<file path="src/rtl/password_mode_select_if.sv">
// Switch/LED/mode bundle between the board pins and password_mode_select.
// The lock signal exists only when PW_MODE_LOCK_EN is defined.
interface password_mode_select_if;
    logic [15:0] sw;
    logic [2:0]  mode;
    logic        mode_change;
    logic [15:0] led;
`ifdef PW_MODE_LOCK_EN
    logic        lock;
`endif

    // Handshake: there is no valid/ready pair. sw is a level that is sampled
    // every clock. mode is a level. mode_change acts as a one-clock valid that
    // marks a committed change of mode, and it has no back-pressure.
`ifdef PW_MODE_LOCK_EN
    modport master (output sw, output lock, input mode, input mode_change, input led);
    modport slave  (input sw, input lock, output mode, output mode_change, output led);
`else
    modport master (output sw, input mode, input mode_change, input led);
    modport slave  (input sw, output mode, output mode_change, output led);
`endif
endinterface

</file>
<file path="src/rtl/password_mode_select.sv">
// Synchronises and debounces the slide switches, decodes them into a task mode, and drives the LEDs.
// Optional macro PW_MODE_LOCK_EN adds a lock input that freezes mode commits.
module password_mode_select #(
    parameter int          STABLE_CYCLES = 1000000,
    parameter int          SLOW_HALF     = 8333333,
    parameter int          FAST_HALF     = 5000000,
    parameter logic [15:0] PW_A          = 16'h0279,
    parameter logic [15:0] PW_B          = 16'h02A5,
    parameter logic [15:0] PW_C          = 16'h4345,
    parameter logic [15:0] PW_D          = 16'h82AD
) (
    input  logic                   basys_clock,
    input  logic                   reset,
    password_mode_select_if.slave  bus
);
    localparam int CNT_W  = $clog2(STABLE_CYCLES + 1);
    localparam int SLOW_W = $clog2(SLOW_HALF + 1);
    localparam int FAST_W = $clog2(FAST_HALF + 1);

    localparam logic [CNT_W-1:0]  CNT_MAX   = CNT_W'(STABLE_CYCLES);
    localparam logic [CNT_W-1:0]  CNT_PRE   = CNT_W'(STABLE_CYCLES - 1);
    localparam logic [SLOW_W-1:0] SLOW_WRAP = SLOW_W'(SLOW_HALF - 1);
    localparam logic [FAST_W-1:0] FAST_WRAP = FAST_W'(FAST_HALF - 1);

    // The state encoding is the mode value itself.
    localparam logic [2:0] IDLE   = 3'd0;
    localparam logic [2:0] TASK_A = 3'd1;
    localparam logic [2:0] TASK_B = 3'd2;
    localparam logic [2:0] TASK_C = 3'd3;
    localparam logic [2:0] TASK_D = 3'd4;

    logic [15:0]       s1_q, s2_q, last_q, last_d;
    logic [CNT_W-1:0]  cnt_q, cnt_d;
    logic [2:0]        mode_q, mode_d, decode;
    logic              mode_change_q, mode_change_d;
    logic              commit;
    logic [SLOW_W-1:0] slow_q, slow_d;
    logic [FAST_W-1:0] fast_q, fast_d;
    logic              slow_ph_q, slow_ph_d, fast_ph_q, fast_ph_d;
    logic [15:0]       led_q, led_d;
    logic [9:0]        pat;
    logic              ph;
`ifdef PW_MODE_LOCK_EN
    logic              lock_q;
`endif

    always_comb begin
        decode = IDLE;
        if      (last_q == PW_A) decode = TASK_A;
        else if (last_q == PW_B) decode = TASK_B;
        else if (last_q == PW_C) decode = TASK_C;
        else if (last_q == PW_D) decode = TASK_D;
    end

    always_comb begin
        last_d = last_q;
        cnt_d  = cnt_q;
        if (s2_q != last_q) begin
            last_d = s2_q;
            cnt_d  = '0;
        end else if (cnt_q != CNT_MAX) begin
            cnt_d = cnt_q + 1'b1;
        end
    end

    // A commit suppressed by lock is taken later, on the first unlocked edge that sees a saturated count.
`ifdef PW_MODE_LOCK_EN
    assign commit = (s2_q == last_q) && !bus.lock &&
                    ((cnt_q == CNT_PRE) || ((cnt_q == CNT_MAX) && lock_q));
`else
    assign commit = (s2_q == last_q) && (cnt_q == CNT_PRE);
`endif

    assign mode_d        = commit ? decode : mode_q;
    assign mode_change_d = commit && (decode != mode_q);

    always_comb begin
        slow_d    = slow_q + 1'b1;
        slow_ph_d = slow_ph_q;
        fast_d    = fast_q + 1'b1;
        fast_ph_d = fast_ph_q;
        if (mode_change_d) begin
            slow_d    = '0;
            slow_ph_d = 1'b1;
            fast_d    = '0;
            fast_ph_d = 1'b1;
        end else begin
            if (slow_q == SLOW_WRAP) begin
                slow_d    = '0;
                slow_ph_d = ~slow_ph_q;
            end
            if (fast_q == FAST_WRAP) begin
                fast_d    = '0;
                fast_ph_d = ~fast_ph_q;
            end
        end
    end

    always_comb begin
        pat = '0;
        ph  = 1'b0;
        case (mode_q)
            TASK_A:  begin pat = PW_A[9:0]; ph = slow_ph_q; end
            TASK_B:  begin pat = PW_B[9:0]; ph = fast_ph_q; end
            TASK_C:  begin pat = PW_C[9:0]; ph = fast_ph_q; end
            TASK_D:  begin pat = PW_D[9:0]; ph = slow_ph_q; end
            default: begin pat = '0;        ph = 1'b0;      end
        endcase
        // In idle, the LEDs echo the synchronised but undebounced switches.
        led_d = (mode_q == IDLE) ? s2_q : {6'b0, pat & {10{ph}}};
    end

    always_ff @(posedge basys_clock) begin
        if (reset) begin
            s1_q          <= '0;
            s2_q          <= '0;
            last_q        <= '0;
            cnt_q         <= '0;
            mode_q        <= IDLE;
            mode_change_q <= 1'b0;
            slow_q        <= '0;
            fast_q        <= '0;
            slow_ph_q     <= 1'b1;
            fast_ph_q     <= 1'b1;
            led_q         <= '0;
        end else begin
            s1_q          <= bus.sw;
            s2_q          <= s1_q;
            last_q        <= last_d;
            cnt_q         <= cnt_d;
            mode_q        <= mode_d;
            mode_change_q <= mode_change_d;
            slow_q        <= slow_d;
            fast_q        <= fast_d;
            slow_ph_q     <= slow_ph_d;
            fast_ph_q     <= fast_ph_d;
            led_q         <= led_d;
        end
    end

`ifdef PW_MODE_LOCK_EN
    always_ff @(posedge basys_clock) begin
        if (reset) lock_q <= 1'b0;
        else       lock_q <= bus.lock;
    end
`endif

    assign bus.mode        = mode_q;
    assign bus.mode_change = mode_change_q;
    assign bus.led         = led_q;
endmodule

</file>
<file path="src/flat_wrapper.sv">
// flat-port wrapper written by rule: the top's interface ports become plain ports
module password_mode_select_flat 
#(
    parameter int          STABLE_CYCLES = 1000000,
    parameter int          SLOW_HALF     = 8333333,
    parameter int          FAST_HALF     = 5000000,
    parameter logic [15:0] PW_A          = 16'h0279,
    parameter logic [15:0] PW_B          = 16'h02A5,
    parameter logic [15:0] PW_C          = 16'h4345,
    parameter logic [15:0] PW_D          = 16'h82AD
)
  (basys_clock, reset, bus_sw, bus_mode, bus_mode_change, bus_led);
  password_mode_select_if bus_i ();
  input  logic basys_clock;
  input  logic reset;
  input wire logic [$bits(bus_i.sw)-1:0] bus_sw;
  output wire logic [$bits(bus_i.mode)-1:0] bus_mode;
  output wire logic [$bits(bus_i.mode_change)-1:0] bus_mode_change;
  output wire logic [$bits(bus_i.led)-1:0] bus_led;
  assign bus_i.sw = bus_sw;
  assign bus_mode = bus_i.mode;
  assign bus_mode_change = bus_i.mode_change;
  assign bus_led = bus_i.led;
  password_mode_select #(.STABLE_CYCLES(STABLE_CYCLES), .SLOW_HALF(SLOW_HALF), .FAST_HALF(FAST_HALF), .PW_A(PW_A), .PW_B(PW_B), .PW_C(PW_C), .PW_D(PW_D)) u_core (.basys_clock(basys_clock), .reset(reset), .bus(bus_i));
endmodule
</file>
<file path="config.mk">
export PLATFORM = sky130hd
export DESIGN_NAME = password_mode_select_flat
export DESIGN_NICKNAME = d
export VERILOG_FILES = /design/src/rtl/password_mode_select_if.sv /design/src/rtl/password_mode_select.sv /design/src/flat_wrapper.sv
export SDC_FILE = /design/constraint.sdc
export NUM_CORES = 1
export LEC_CHECK = 0
export BUFFER_PORTS_ARGS = -buffer_cell sky130_fd_sc_hd__buf_4
export CORE_AREA = 2 2 103 105
export CTS_BUF_LIST = sky130_fd_sc_hd__clkbuf_8
export CTS_CLUSTER_DIAMETER = 30
export DETAILED_ROUTE_END_ITERATION = 12
export DIE_AREA = 0 0 105 107
export PLACE_DENSITY = 0.72
export SETUP_SLACK_MARGIN = 0.05
export SLEW_MARGIN = 0
export SYNTH_ARGS = -nofsm -noshare
export SYNTH_HDL_FRONTEND = slang
export SYNTH_SLANG_ARGS = --single-unit
</file>
<file path="constraint.sdc">
create_clock -name basys_clock -period 2.9 [get_ports basys_clock]
set_clock_uncertainty 0.15 [all_clocks]
set_input_delay 0.29 -clock basys_clock [delete_from_list [all_inputs] [get_ports basys_clock]]
set_output_delay 0.29 -clock basys_clock [all_outputs]
set_load 0.02 [all_outputs]
</file>
==> flow_summary_export.csv <==
group,metric,value,unit
worst_setup_path,r2r_start,"u_core.last_q[1]",
worst_setup_path,crit_type,"register to register",
placed_design,dp_slack,0.248,ns
synth,syn_avg_cell_area,9.61,um^2
sta,min_period,2.63,ns
detailed_routing,drtIter0Drc,165,
clock_network,cts_buffers,17,
worst_setup_path,cp_num_buf_inv,1,
detailed_routing,vias_per_cell,5.20,
pwr,pwr-share-clk,43.3,%
finish,syn2layout_area_growth,18.1,%
pwr,power_frac_seq,52.8,%
pwr,p_sw_share,22.6,%
worst_setup_path,cp_top_family,"simple AND/OR/NAND/NOR gates",
finish,post-route-util,63.8,%
detailed_routing,drtPass1Iterations,5,
clock_network,cts.sinks,136,
clock_network,clk_latency,0.45,ns
clock_network,clkTransAtPathRegs,0.08,ns
global_routing,grtUsageTotal,19.4,%
detailed_routing,ant_nets,0,
floorplanning,io_pins,38,
hold_path,hp-class,"input port to register",
worst_setup_path,crit_chain,"or4b_1 -> or3_1 -> nor4_4 -> xnor2_1 -> a31oi_4 -> buf_12 -> nor4_1",
pwr,p_leak,2.42,nW
pwr,power_density,569,mW/mm^2
synth,synthAdderAreaFrac,1.15,%
synth,syn_inst,567,
pwr,pwr-share-comb,3.9,%
synth,synth_top_family_by_area,"simple AND/OR/NAND/NOR gates",
sta,relSlewSlack,20.4,%
floorplanning,rows,37,
synth,synth_mux_area_share,1.47,%
worst_setup_path,cp.required,3.10,ns
sta,fin_ws,0.265,ns
pwr,power_switching,0.829,mW
finish,antennaDiodeCount,0,
synth,synth.net_count,590,
worst_setup_path,crit_arrival,2.84,ns
synth,synth_top_cell_by_area,"dfxtp_1",
pwr,vdd_ir_drop_max,0.405,mV
global_routing,grt_pass1_vias,3756,
detailed_routing,wirelength,10200,um
synth,synth_compound_area_share,1.97,%
hold_path,worstHoldPathCells,2,
synth,async_reset_ff_share,0,%
hold_path,worst_hold_path.endpoint,"u_core.bus.mode[2]",
sta,finalCritPeriodShare,90.8,%
synth,yosys_warnings,0,
worst_setup_path,cpPeakStageDelay,0.52,ns
placed_design,gp_congestion,0.877,
floorplanning,start_util,54.0,%
sta,worst_hold_slack,0.233,ns
worst_setup_path,cp_max_fo,24,
detailed_routing,wl_per_cell,13.3,um
floorplanning,fp.dieArea,0.0112,mm^2
global_routing,grt_max_degree,78,
hold_path,hp-start,"reset",
synth,netlist_area,0.00545,mm^2
synth,yosysUniqueCellTypes,44,
pwr,total_power,3.66,mW
synth,synth_edf_count,0,
worst_setup_path,rr_endpoint,"u_core.slow_q[2]",
sta,setup_violations,0,
floorplanning,fp.coreArea,0.0101,mm^2
worst_setup_path,slowest_stage,"or4b_1",
sta,rsz0062_at_grt,"false",
placed_design,dpl.hpwl,6800,um
detailed_routing,drc_errors,0,
synth,synth-simple-area-share,29.6,%
run,max-cap-violations,0,
detailed_routing,vias,3997,
global_routing,antenna_found_initial,0,
clock_network,root_buffer,"clkbuf_8",
global_routing,gr-total-overflow,0,
synth,synthXorXnorAreaFrac,13.2,%
synth,synth.most_common_cell,"dfxtp_1",
synth,dominantRegCellSynth,"dfxtp_1",
status,status,"finished, final reports clean",
placed_design,io_buffers,37,
sta,final-hold-violation-count,0,
finish,final_nets,642,
pwr,p_int,2.83,mW
synth,yosys-top-cells-count,"dfxtp_1, xor2_1, nor2b_1",
sta,tightest_slew,1.18,ns
floorplanning,die_x,105,um
clock_network,htree_levels,4,
sta,drv_slew,0,
global_routing,grt_pass1_wl,17300,um
synth,synth_top_area_share,50.0,%
worst_setup_path,endpoint_kind,"register",
floorplanning,die_h,107,um
clock_network,cts_tree,"built",
clock_network,clk_path_buf_depth,2,
synth,synth.area.top_cells,"dfxtp_1, xor2_1, nor2b_1",
worst_setup_path,reg2reg_depth,7,
sta,fmax,380,MHz
synth,yosysSeqAreaShare,50.0,%
synth,yosys_register_bits,136,
worst_setup_path,r2r_slack,0.27,ns
worst_setup_path,start_kind,"register",
finish,drive_gt1_share,12.7,%
sta,setup_tns,0,ns
==> registers in the layout, indices dropped and copies added (netlist names) <==
register                flops
u_core.bus.mode             3
u_core.s1_q                16
u_core.bus.led             16
u_core.bus.mode_change      1
u_core.fast_ph_q            1
u_core.s2_q                16
u_core.last_q              16
u_core.slow_q              23
u_core.slow_ph_q            1
u_core.cnt_q               20
u_core.fast_q              23
==> worst register-to-register path, delay by kind of cell, from the launching register on <==
| family | cells | cell delay (ns) |
|---|---|---|
| simple gates | 4 | 1.50 |
| flops | 1 | 0.32 |
| xor+xnor | 1 | 0.20 |
| buf+inv | 1 | 0.20 |
| compound gates | 1 | 0.18 |
==> area by class of cell <==
cell class / instances / area (um^2)
multi-input cells: 398 / 2610
fillers: 858 / 3650
clock inverters: 15 / 176
repair buffers: 58 / 500
inverters: 8 / 30.0
clock buffers: 17 / 234
flip-flops and latches: 136 / 2720
well taps: 136 / 170
==> cell families after synthesis <==
family | count (synthesis)
simple gates | 288
xor+xnor | 82
mux | 8
compound gates | 15
flops | 136
buf+inv | 33
fa+ha+maj | 5
==> what timing repair did <==
item | CTS | global route
buffers inserted | 0 | 0
setup endpoints to repair | 0 | 4
resized for setup | 0 | 1
hold buffers | 16 | 0
endpoints found under the hold margin | 16 | 0
==> through the flow <==
step	instance area [um^2]	cells
6_report	6440	768
5_1_grt	6440	768
3_3_place_gp	5860	720
3_5_place_dp	5860	720
2_1_floorplan	5450	567
4_1_cts	6430	768
==> power by group through the flow <==
| stage | Clock, mW | Combinational [mW] | Sequential, mW |
|---|---|---|---|
| after floorplan | 0 | 0.0778 | 1.98 |
| after global placement | 0 | 0.123 | 1.98 |
| after detailed placement | 0 | 0.126 | 1.98 |
| after CTS | 1.62 | 0.144 | 1.93 |
| after global routing | 1.70 | 0.159 | 1.94 |
| final | 1.58 | 0.143 | 1.93 |
==> per-layer routing <==
layer | routed length [um] | vias up | global-route usage (%)
met1 | 4950 | 1862 | 24.8
met2 | 4660 | 68 | 29.6
met3 | 393 | 18 | 5.29
li1 | - | 2049 | -
met4 | 198 | 0 | 11.2
met5 | 0 | - | 0
==> cell usage in the layout, fill, tap and decap left out, drive strengths merged, types with 3 or more instances in the layout <==
cell type	Yosys	layout
a21o	3	3
a21oi	4	4
and2	7	7
and3	13	13
and4	4	4
buf	7	42
bufinv	0	3
clkbuf	18	17
clkinv	0	3
clkinvlp	0	4
dfxtp	136	136
dlygate4sd3	0	16
ha	5	5
inv	8	13
mux2i	8	8
nand2	28	28
nand3	27	27
nand3b	6	6
nand4	15	15
nor2	50	50
nor2b	53	53
nor3	25	25
nor4	40	40
or3	3	3
or4	3	3
xnor2	28	28
xor2	54	54
==> how the worst max path moves through the flow <==
stage	from	to	slack, ns	depth (start not counted)
2_1_floorplan	u_core.last_q[1]	u_core.fast_ph_q	0.39	7
3_5_place_dp	u_core.last_q[1]	u_core.slow_q[2]	0.25	7
4_1_cts	u_core.last_q[1]	u_core.slow_q[18]	0.21	7
3_3_place_gp	u_core.last_q[1]	u_core.slow_q[13]	0.32	7
6_report	u_core.last_q[1]	u_core.slow_q[2]	0.27	7
5_1_grt	u_core.last_q[1]	u_core.slow_q[18]	0.08	7
Power figures use the tool's default switching activity.
